## src/rtl/lsu_pkg.sv

```systemverilog
// Shared types and RV32I size encodings for the load/store unit.
package lsu_pkg;

    typedef enum logic [2:0] {
        IDLE,
        REQ,
        WAIT,
        RESP,
        ERR
    } lsu_state_t;

    typedef enum logic [1:0] {
        ERR_NONE     = 2'b00,
        ERR_MISALIGN = 2'b01,
        ERR_SIZE     = 2'b10,
        ERR_TIMEOUT  = 2'b11
    } lsu_err_t;

    localparam logic [2:0] LS_B  = 3'b000;
    localparam logic [2:0] LS_H  = 3'b001;
    localparam logic [2:0] LS_W  = 3'b010;
    localparam logic [2:0] LS_BU = 3'b100;
    localparam logic [2:0] LS_HU = 3'b101;

    // Byte-enable mask for an access of the given size at byte offset off.
    function automatic logic [3:0] lane_be(input logic [2:0] funct3, input logic [1:0] off);
        case (funct3)
            LS_B, LS_BU: lane_be = 4'b0001 << off;
            LS_H, LS_HU: lane_be = 4'b0011 << off;
            default:     lane_be = 4'b1111;
        endcase
    endfunction

endpackage

```

## src/rtl/lsu_if.sv

```systemverilog
// Core request/response and data-memory bus signals of the load/store unit.
interface lsu_if #(
    parameter int unsigned WIDTH = 32
);
    logic             req_valid;
    logic             req_ready;
    logic             req_we;
    logic [2:0]       req_funct3;
    logic [WIDTH-1:0] req_addr;
    logic [WIDTH-1:0] req_wdata;
    logic             resp_valid;
    logic [WIDTH-1:0] resp_rdata;
    logic [1:0]       resp_err;
    logic             busy;
    logic             mem_req;
    logic             mem_we;
    logic [WIDTH-1:0] mem_addr;
    logic [3:0]       mem_be;
    logic [WIDTH-1:0] mem_wdata;
    logic             mem_gnt;
    logic             mem_rvalid;
    logic [WIDTH-1:0] mem_rdata;

    modport slave (
        input  req_valid, req_we, req_funct3, req_addr, req_wdata,
               mem_gnt, mem_rvalid, mem_rdata,
        output req_ready, resp_valid, resp_rdata, resp_err, busy,
               mem_req, mem_we, mem_addr, mem_be, mem_wdata
    );

    modport master (
        output req_valid, req_we, req_funct3, req_addr, req_wdata,
               mem_gnt, mem_rvalid, mem_rdata,
        input  req_ready, resp_valid, resp_rdata, resp_err, busy,
               mem_req, mem_we, mem_addr, mem_be, mem_wdata
    );
endinterface

```

## src/rtl/lsu_load_align.sv

```systemverilog
// Selects the addressed byte/half of a read word and sign- or zero-extends it.
module lsu_load_align
    import lsu_pkg::*;
(
    input  logic [31:0] mem_rdata,
    input  logic [1:0]  addr,
    input  logic [2:0]  funct3,
    output logic [31:0] result
);
    logic [7:0]  byte_sel;
    logic [15:0] half_sel;

    always_comb begin
        byte_sel = mem_rdata[{addr, 3'b000} +: 8];
        half_sel = addr[1] ? mem_rdata[31:16] : mem_rdata[15:0];
        case (funct3)
            LS_B:    result = {{24{byte_sel[7]}}, byte_sel};
            LS_BU:   result = {24'h000000, byte_sel};
            LS_H:    result = {{16{half_sel[15]}}, half_sel};
            LS_HU:   result = {16'h0000, half_sel};
            default: result = mem_rdata;
        endcase
    end
endmodule

```

## src/rtl/lsu.sv

```systemverilog
// lsu: one data-memory transaction per request over a req/gnt/rvalid bus.
// Define LSU_TIMEOUT_EN to abort accesses that wait TIMEOUT_CYCLES for gnt/rvalid.
module lsu
    import lsu_pkg::*;
#(
    parameter int unsigned WIDTH          = 32,
    parameter int unsigned TIMEOUT_CYCLES = 64
) (
    input  logic clk,
    input  logic reset,
    lsu_if.slave bus
);
    if (WIDTH != 32) begin : g_width_check
        $error("lsu: only WIDTH=32 is supported");
    end
    if (TIMEOUT_CYCLES == 0) begin : g_timeout_check
        $error("lsu: TIMEOUT_CYCLES must be nonzero");
    end

    lsu_state_t       state_q, state_n;
    logic             we_q, we_n;
    logic [2:0]       funct3_q, funct3_n;
    logic [1:0]       off_q, off_n;
    logic             mem_we_n;
    logic [WIDTH-1:0] mem_addr_n, mem_wdata_n, rdata_n, load_data;
    logic [3:0]       mem_be_n;
    lsu_err_t         err_n;
    logic             size_bad, misalign, timeout;

    lsu_load_align u_load_align (
        .mem_rdata (bus.mem_rdata),
        .addr      (off_q),
        .funct3    (funct3_q),
        .result    (load_data)
    );

`ifdef LSU_TIMEOUT_EN
    localparam int unsigned CNT_W = (TIMEOUT_CYCLES > 1) ? $clog2(TIMEOUT_CYCLES) : 1;
    logic [CNT_W-1:0] cnt_q;

    assign timeout = (cnt_q == CNT_W'(TIMEOUT_CYCLES - 1));

    // Cleared on every entry into REQ or WAIT, counts while staying there.
    always_ff @(posedge clk or negedge reset) begin
        if (!reset) begin
            cnt_q <= '0;
        end else if ((state_n == REQ || state_n == WAIT) && state_n == state_q) begin
            cnt_q <= cnt_q + 1'b1;
        end else begin
            cnt_q <= '0;
        end
    end
`else
    assign timeout = 1'b0;
`endif

    always_comb begin
        size_bad = (bus.req_funct3 == 3'b011) || (bus.req_funct3 == 3'b110) ||
                   (bus.req_funct3 == 3'b111) || (bus.req_we && bus.req_funct3[2]);
        misalign = ((bus.req_funct3 == LS_H || bus.req_funct3 == LS_HU) && bus.req_addr[0]) ||
                   ((bus.req_funct3 == LS_W) && (bus.req_addr[1:0] != 2'b00));
    end

    always_comb begin
        state_n     = state_q;
        we_n        = we_q;
        funct3_n    = funct3_q;
        off_n       = off_q;
        mem_we_n    = bus.mem_we;
        mem_addr_n  = bus.mem_addr;
        mem_be_n    = bus.mem_be;
        mem_wdata_n = bus.mem_wdata;
        rdata_n     = '0;
        err_n       = ERR_NONE;
        case (state_q)
            IDLE: begin
                if (bus.req_valid) begin
                    we_n     = bus.req_we;
                    funct3_n = bus.req_funct3;
                    off_n    = bus.req_addr[1:0];
                    if (size_bad) begin
                        state_n = ERR;
                        err_n   = ERR_SIZE;
                    end else if (misalign) begin
                        state_n = ERR;
                        err_n   = ERR_MISALIGN;
                    end else begin
                        state_n    = REQ;
                        mem_we_n   = bus.req_we;
                        mem_addr_n = {bus.req_addr[WIDTH-1:2], 2'b00};
                        mem_be_n   = lane_be(bus.req_funct3, bus.req_addr[1:0]);
                        case (bus.req_funct3[1:0])
                            2'b00:   mem_wdata_n = {4{bus.req_wdata[7:0]}};
                            2'b01:   mem_wdata_n = {2{bus.req_wdata[15:0]}};
                            default: mem_wdata_n = bus.req_wdata;
                        endcase
                    end
                end
            end
            REQ: begin
                if (bus.mem_gnt) begin
                    if (we_q) begin
                        state_n = RESP;
                    end else if (bus.mem_rvalid) begin
                        state_n = RESP;
                        rdata_n = load_data;
                    end else begin
                        state_n = WAIT;
                    end
                end else if (timeout) begin
                    state_n = RESP;
                    err_n   = ERR_TIMEOUT;
                end
            end
            WAIT: begin
                if (bus.mem_rvalid) begin
                    state_n = RESP;
                    rdata_n = load_data;
                end else if (timeout) begin
                    state_n = RESP;
                    err_n   = ERR_TIMEOUT;
                end
            end
            RESP, ERR: state_n = IDLE;
            default:   state_n = IDLE;
        endcase
    end

    // Every output is registered from the next-state decode so it changes only on clk.
    always_ff @(posedge clk or negedge reset) begin
        if (!reset) begin
            state_q        <= IDLE;
            we_q           <= 1'b0;
            funct3_q       <= '0;
            off_q          <= '0;
            bus.mem_req    <= 1'b0;
            bus.mem_we     <= 1'b0;
            bus.mem_addr   <= '0;
            bus.mem_be     <= '0;
            bus.mem_wdata  <= '0;
            bus.resp_valid <= 1'b0;
            bus.resp_rdata <= '0;
            bus.resp_err   <= '0;
            bus.busy       <= 1'b0;
            bus.req_ready  <= 1'b1;
        end else begin
            state_q        <= state_n;
            we_q           <= we_n;
            funct3_q       <= funct3_n;
            off_q          <= off_n;
            bus.mem_req    <= (state_n == REQ);
            bus.mem_we     <= mem_we_n;
            bus.mem_addr   <= mem_addr_n;
            bus.mem_be     <= mem_be_n;
            bus.mem_wdata  <= mem_wdata_n;
            bus.resp_valid <= (state_n == RESP) || (state_n == ERR);
            bus.resp_rdata <= rdata_n;
            bus.resp_err   <= err_n;
            bus.busy       <= (state_n != IDLE);
            bus.req_ready  <= (state_n == IDLE);
        end
    end
endmodule

```

## src/flat_wrapper.sv

```systemverilog
// flat-port wrapper written by rule: the top's interface ports become plain ports
module lsu_flat import lsu_pkg::*;
#(
    parameter int unsigned WIDTH          = 32,
    parameter int unsigned TIMEOUT_CYCLES = 64
)
  (clk, reset, bus_req_valid, bus_req_we, bus_req_funct3, bus_req_addr, bus_req_wdata, bus_mem_gnt, bus_mem_rvalid, bus_mem_rdata, bus_req_ready, bus_resp_valid, bus_resp_rdata, bus_resp_err, bus_busy, bus_mem_req, bus_mem_we, bus_mem_addr, bus_mem_be, bus_mem_wdata);
  lsu_if #(.WIDTH(WIDTH)) bus_i ();
  input  logic clk;
  input  logic reset;
  input wire logic [$bits(bus_i.req_valid)-1:0] bus_req_valid;
  input wire logic [$bits(bus_i.req_we)-1:0] bus_req_we;
  input wire logic [$bits(bus_i.req_funct3)-1:0] bus_req_funct3;
  input wire logic [$bits(bus_i.req_addr)-1:0] bus_req_addr;
  input wire logic [$bits(bus_i.req_wdata)-1:0] bus_req_wdata;
  input wire logic [$bits(bus_i.mem_gnt)-1:0] bus_mem_gnt;
  input wire logic [$bits(bus_i.mem_rvalid)-1:0] bus_mem_rvalid;
  input wire logic [$bits(bus_i.mem_rdata)-1:0] bus_mem_rdata;
  output wire logic [$bits(bus_i.req_ready)-1:0] bus_req_ready;
  output wire logic [$bits(bus_i.resp_valid)-1:0] bus_resp_valid;
  output wire logic [$bits(bus_i.resp_rdata)-1:0] bus_resp_rdata;
  output wire logic [$bits(bus_i.resp_err)-1:0] bus_resp_err;
  output wire logic [$bits(bus_i.busy)-1:0] bus_busy;
  output wire logic [$bits(bus_i.mem_req)-1:0] bus_mem_req;
  output wire logic [$bits(bus_i.mem_we)-1:0] bus_mem_we;
  output wire logic [$bits(bus_i.mem_addr)-1:0] bus_mem_addr;
  output wire logic [$bits(bus_i.mem_be)-1:0] bus_mem_be;
  output wire logic [$bits(bus_i.mem_wdata)-1:0] bus_mem_wdata;
  assign bus_i.req_valid = bus_req_valid;
  assign bus_i.req_we = bus_req_we;
  assign bus_i.req_funct3 = bus_req_funct3;
  assign bus_i.req_addr = bus_req_addr;
  assign bus_i.req_wdata = bus_req_wdata;
  assign bus_i.mem_gnt = bus_mem_gnt;
  assign bus_i.mem_rvalid = bus_mem_rvalid;
  assign bus_i.mem_rdata = bus_mem_rdata;
  assign bus_req_ready = bus_i.req_ready;
  assign bus_resp_valid = bus_i.resp_valid;
  assign bus_resp_rdata = bus_i.resp_rdata;
  assign bus_resp_err = bus_i.resp_err;
  assign bus_busy = bus_i.busy;
  assign bus_mem_req = bus_i.mem_req;
  assign bus_mem_we = bus_i.mem_we;
  assign bus_mem_addr = bus_i.mem_addr;
  assign bus_mem_be = bus_i.mem_be;
  assign bus_mem_wdata = bus_i.mem_wdata;
  lsu #(.WIDTH(WIDTH), .TIMEOUT_CYCLES(TIMEOUT_CYCLES)) u_core (.clk(clk), .reset(reset), .bus(bus_i));
endmodule
```

## config.mk

```make
export PLATFORM = sky130hd
export DESIGN_NAME = lsu_flat
export DESIGN_NICKNAME = d
export VERILOG_FILES = /design/src/rtl/lsu_pkg.sv /design/src/rtl/lsu_if.sv /design/src/rtl/lsu_load_align.sv /design/src/rtl/lsu.sv /design/src/flat_wrapper.sv
export SDC_FILE = /design/constraint.sdc
export NUM_CORES = 1
export LEC_CHECK = 0
export CORE_UTILIZATION = 43
export DETAILED_ROUTE_END_ITERATION = 8
export GPL_ROUTABILITY_DRIVEN = 1
export PLACE_DENSITY = 0.79
export REMOVE_ABC_BUFFERS = 1
export SETUP_SLACK_MARGIN = 0.05
export SKIP_CTS_REPAIR_TIMING = 1
export SLEW_MARGIN = 20
export SYNTH_ARGS = -nofsm -noshare
export SYNTH_HDL_FRONTEND = slang
export SYNTH_SLANG_ARGS = --single-unit
```

## constraint.sdc

```tcl
create_clock -name clk -period 2.3 [get_ports clk]
set_input_delay 0.345 -clock clk [delete_from_list [all_inputs] [get_ports clk]]
set_output_delay 0.345 -clock clk [all_outputs]
set_load 0.02 [all_outputs]
```

# Word level (Yosys, flattened, before mapping)
# Cells that the tools add are included.
[word_totals]
reg_bits = 114
in_bits = 105
out_inout_bits = 107
[classes]
eq_ne = 16
n_shift = 3
n_mux = 20
n_bitwise = 2
n_reduce_logical = 20
[op_table]
columns = ["cell", "count"]
rows = [
  ["$pmux W32 S2", 2],
  ["$pmux W32 S4", 1],
  ["$mux W32", 3],
  ["$shiftx A32 B6 Y8", 1],
  ["$eq A3 B3 Y1 const B", 7],
  ["$mux W3", 6],
  ["$mux W16", 1],
  ["$eq A3 B1 Y1 const B", 4],
  ["$eq A3 B2 Y1 const B", 4],
  ["$logic_not A3 Y1", 4],
  ["$pmux W3 S3", 1],
  ["$pmux W4 S2", 1],
  ["$logic_or A1 B1 Y1", 6],
  ["$mux W2", 3],
  ["$reduce_and A4 Y1", 1],
  ["$reduce_or A2 Y1", 2],
  ["$shl A1 B2 Y4 const A", 1],
  ["$shl A2 B2 Y4 const A", 1],
  ["$logic_and A1 B1 Y1", 3],
  ["$reduce_bool A3 Y1", 1],
  ["$eq A2 B1 Y1 const B", 1],
  ["$logic_not A2 Y1", 1],
  ["$mux W1", 2],
  ["$not A1 Y1", 2],
  ["other kinds (2)", 2],
]

# Depth between registers and ports, before layout
[logic_depth]
word_depth = 10
ltp_mapped = 6
ltp_nobuf = 4

# By module
# A second synthesis with hierarchy kept.
[hier_totals]
cells_unflattened = 432
hier_area_um2 = 5362.6
[by_module_without_submodules]
columns = ["mod", "instances", "cells_each", "area_each_um2"]
rows = [
  ["lsu", 1, 321, 4642.0],
  ["lsu_load_align", 1, 111, 720.7],
]

# Worst setup path before layout
# No wires, ideal clock.
[synth_timing]
path_kind = "register to register"
startpoint = "reg u_core.state_q[0]"
endpoint = "reg u_core.bus.mem_be[1] (netlist bit)"
setup_ns = 0.125
t_arrival_ns = 1.595
required_time_ns = 2.175
setup_slack_ns = 0.580
stages_incl_launch_ff = 6
path_buffers = 2
period_less_slack_ns = 1.720
cell_sequence = "dfrtp_1 nor4b_2 nand3_1 buf_6 buf_6 mux2_4"
[synth_via]
elab_chain_cells = 2
[synth_lines]
columns = ["element", "line_no", "text"]
rows = [
  ["start, declared", "lsu.sv:20", "lsu_state_t state_q, state_n;"],
  ["start signal, assigned", "lsu.sv:147", "state_q <= state_n;"],
  ["$logic_not A3 Y1", "lsu.sv:75", "case (state_q)"],
  ["$reduce_and A4 Y1 (no line)", "-", ""],
  ["end signal, assigned", "lsu.sv:154", "bus.mem_be <= mem_be_n;"],
  ["end, declared", "lsu_if.sv:28", "mem_req, mem_we, mem_addr, mem_be, mem_wdata"],
]
# Every way passes these cells.
# A chain may end at the register's enable or synchronous reset.

# Worst setup path after layout
[layout_timing]
startpoint = "reg u_core.bus.req_ready"
endpoint = "out bus_req_ready"
[layout_lines]
columns = ["element", "line_no", "text"]
rows = [
  ["start, declared", "lsu_if.sv:27", "output req_ready, resp_valid, resp_rdata, resp_err, busy,"],
  ["start signal, assigned", "lsu.sv:160", "bus.req_ready <= (state_n == IDLE);"],
  ["end, declared", "flat_wrapper.sv:19", "output wire logic [$bits(bus_i.req_ready)-1:0] bus_req_ready;"],
]
# No word-level cell between the ends.

==> flow_summary.ini <==
[outcome]
outcome = finished clean

[sta]
final_period_minus_worst_setup_slack_ns = 1.85
final_hold_viols = 0
timing.final.setup_violations = 0
timing.final.max_slew_violations = 0
pin_slew_with_the_least_headroom_to_its_limit_ns = 0.668
min_period_over_period = 0.804
rsz0062_at_grt = no
fin_skew_ns = 0.00551
final_critical_path_setup_slack_ns = 0.451
tns_ns = 0
slew_headroom = 0.555
fmax_mhz = 541

[critical_path]
max_stage_delay_ns = 0.59
critPathKind = reg -> out
critical_path.top_delay_family = buffers and inverters
r2r_end = u_core.bus.resp_rdata[15]
reg_to_reg_critical_path_startpoint = u_core.off_q[1]
crit_path_max_fanout = 1
cp.required_ns = 1.96
worst_path_buffer_plus_inverter_count = 1
arrival_worst_endpoint_ns = 1.50
length_in_cells_of_the_worst_reg_to_reg_path = 4
timing.critical_path.slowest_stage_cell = clkdlybuf4s50_1
critical_path.startpoint_type = flip-flop
critical_path.endpoint_type = output port
worstPathCellList = clkdlybuf4s50_1
ff2ff_setup_slack_ns = 0.48

[cells_and_area]
stdcell_count = 779
area.growth.synth_to_final_pct = 59.3
finalCoreUtilization = 0.704
ff_latch_area_um2 = 2850
antenna_cells = 0
post_route_cells_drive_above_1_share = 0.245
multiInputGateArea_um2 = 1990
design.final.nets = 728
filler_cell_count = 851
fin_area_um2 = 8040

[power_and_ir_drop]
power.density_cell_area_nw_per_um2 = 1340
vdd.ir_drop.worst_mv = 0.866
power.leakage_uw = 0.00352

[placed_design]
place.gp.congestion = 0.853
placement.setup.worst_slack_ns = 0.0809
dpl.hpwl_um = 10200
portBuffers = 209
placedInstanceArea_um2 = 7400
post-place-cells = 746

[die]
fp-row-count = 39
y_dimension_of_the_die_um = 110
floorplan.initialDensity = 0.442
die_w_um = 110
floorplan.core_area_um2 = 11400
die_area_um2 = 12200
io_pins = 212

[clock_network]
clockBufferDepth = 2
cts-buffers-inserted = 17
ctsRootBufferMaster = clkbuf_16
cts-htree-levels = 4
clkLatencyLatePin_ns = 0.41
tritoncts_clock_tree = yes
worst_setup_hold_path_clk_slew_ns = 0.05
clock-sinks = 114

[global_routing]
gr-total-overflow = 0
first_pass_grt_wire_length_um = 21400
gr-usage-all-layers = 0.242
grt_start_max_net_pins = 48
antenna_found_initial = 0
via_count_of_the_first_global_routing_pass = 4174

[drt]
remaining_drc_errors = 0
detailroute.via_count = 4004
drt-pass1-iter-count = 4
initialDrtViolationCount = 116
antenna_left = 0
post_drt_wl_per_cell_um = 17.7
vias_per_cell = 5.14
postRouteWirelength_um = 13800

[synth]
synthesis.yosys.warnings = 0
synth_enable_flop_cells = 0
synth.lib_cells_used.distinct = 36
dominantRegCellSynth = dfrtp_1
ys_async_sr_fraction = 1.00
syn-mean-instance-area_um2 = 12.6
netlist_instances = 400
synth_area_um2 = 5050
synth-seq-cells = 114
yosysSeqAreaShare = 0.565

[min_path]
holdCritPathClass = in -> async

[run]
max_cap_violations = 0
-- how the worst max path moves through the flow --
stage | endpoint | from | cells past startpoint | slack (ns)
after global placement | u_core.bus.mem_wdata[3] | bus_req_addr[1] | 6 | 0.12
after CTS | bus_req_ready | u_core.bus.req_ready | 1 | 0.43
after detailed placement | u_core.bus.mem_wdata[4] | bus_req_addr[0] | 6 | 0.08
after global routing | u_core.bus.resp_rdata[10] | u_core.off_q[1] | 4 | 0.36
final | bus_req_ready | u_core.bus.req_ready | 1 | 0.45
after floorplan | u_core.bus.mem_addr[10] | u_core.state_q[0] | 3 | -1.67
-- cells in the final DEF, fill, tap and decap left out, types with 6 or more instances in the layout --
cell,synthesis,routed
nand2b_1,6,6
nand2_1,22,22
nor2b_1,9,9
clkbuf_16,0,17
buf_4,2,17
a21oi_1,7,7
mux2_4,7,7
a221oi_1,8,8
mux2i_1,11,11
o221a_2,7,7
mux2_2,87,87
a211oi_1,7,7
nor3_1,10,10
clkdlybuf4s50_1,0,208
inv_1,22,22
o21ai_0,14,14
dfrtp_1,113,113
a31oi_1,9,9
nor2_1,15,15
-- per-layer routing --
| layer | up-vias | GRT usage | share of wire |
|---|---|---|---|
| li1 | 1854 | - | - |
| met1 | 1943 | 0.269 | 0.38 |
| met2 | 188 | 0.406 | 0.49 |
| met3 | 19 | 0.113 | 0.11 |
| met4 | 0 | 0.0836 | 0.015 |
| met5 | - | 0 | 0 |
-- stage by stage --
stage	hold slack (ns)	total power, uW
final	0.473	10800
after floorplan	0.0494	5700
after CTS	-0.0585	10800
after detailed placement	0.377	8000
after global routing	0.516	11300
after global placement	0.366	7870
-- report_power, final --
part / internal (uW) / switching (uW)
clock network: 1890 / 900
logic: 2410 / 2250
registers: 2830 / 484
-- flip-flops by register name, indices dropped and copies added (netlist names), 2 cells and up --
signal                 flops
u_core.state_q             3
u_core.off_q               2
u_core.bus.mem_addr       30
u_core.bus.resp_rdata     32
u_core.bus.resp_err        2
u_core.bus.mem_be          4
u_core.funct3_q            3
u_core.bus.mem_wdata      32
-- cell type report --
cell class	count	share of cell area
repair buffers	230	0.286
clock inverters	10	0.0195
inverters	22	0.0103
multi-input cells	238	0.248
clock buffers	22	0.0590
well taps	143	0.0223
flip-flops and latches	114	0.355
-- synthesized netlist by cell type (7+ instances only) --
cell type	instances	area, um^2
o21ai_0	14	70.1
nor2b_1	9	56.3
mux2_4	7	105
nand2_1	22	82.6
a221oi_1	8	70.1
mux2_2	87	980
dfrtp_1	113	2830
nor3_1	10	50.1
inv_1	22	82.6
nor2_1	15	56.3
a31oi_1	9	56.3
mux2i_1	11	110
clkbuf_1	13	48.8
o221a_2	7	78.8
a211oi_1	7	52.6
buf_2	8	40.0
a21oi_1	7	35.0
-- kinds of logic after synthesis --
logic type | after synthesis | synth area share
AOI/OAI and AO/OA | 58 | 0.0818
buffers and inverters | 49 | 0.0429
DFF | 114 | 0.565
muxes | 105 | 0.237
other | 1 | 0.000743
and+or+nand+nor | 73 | 0.0726
No activity file was read; power rests on OpenSTA's default activity.
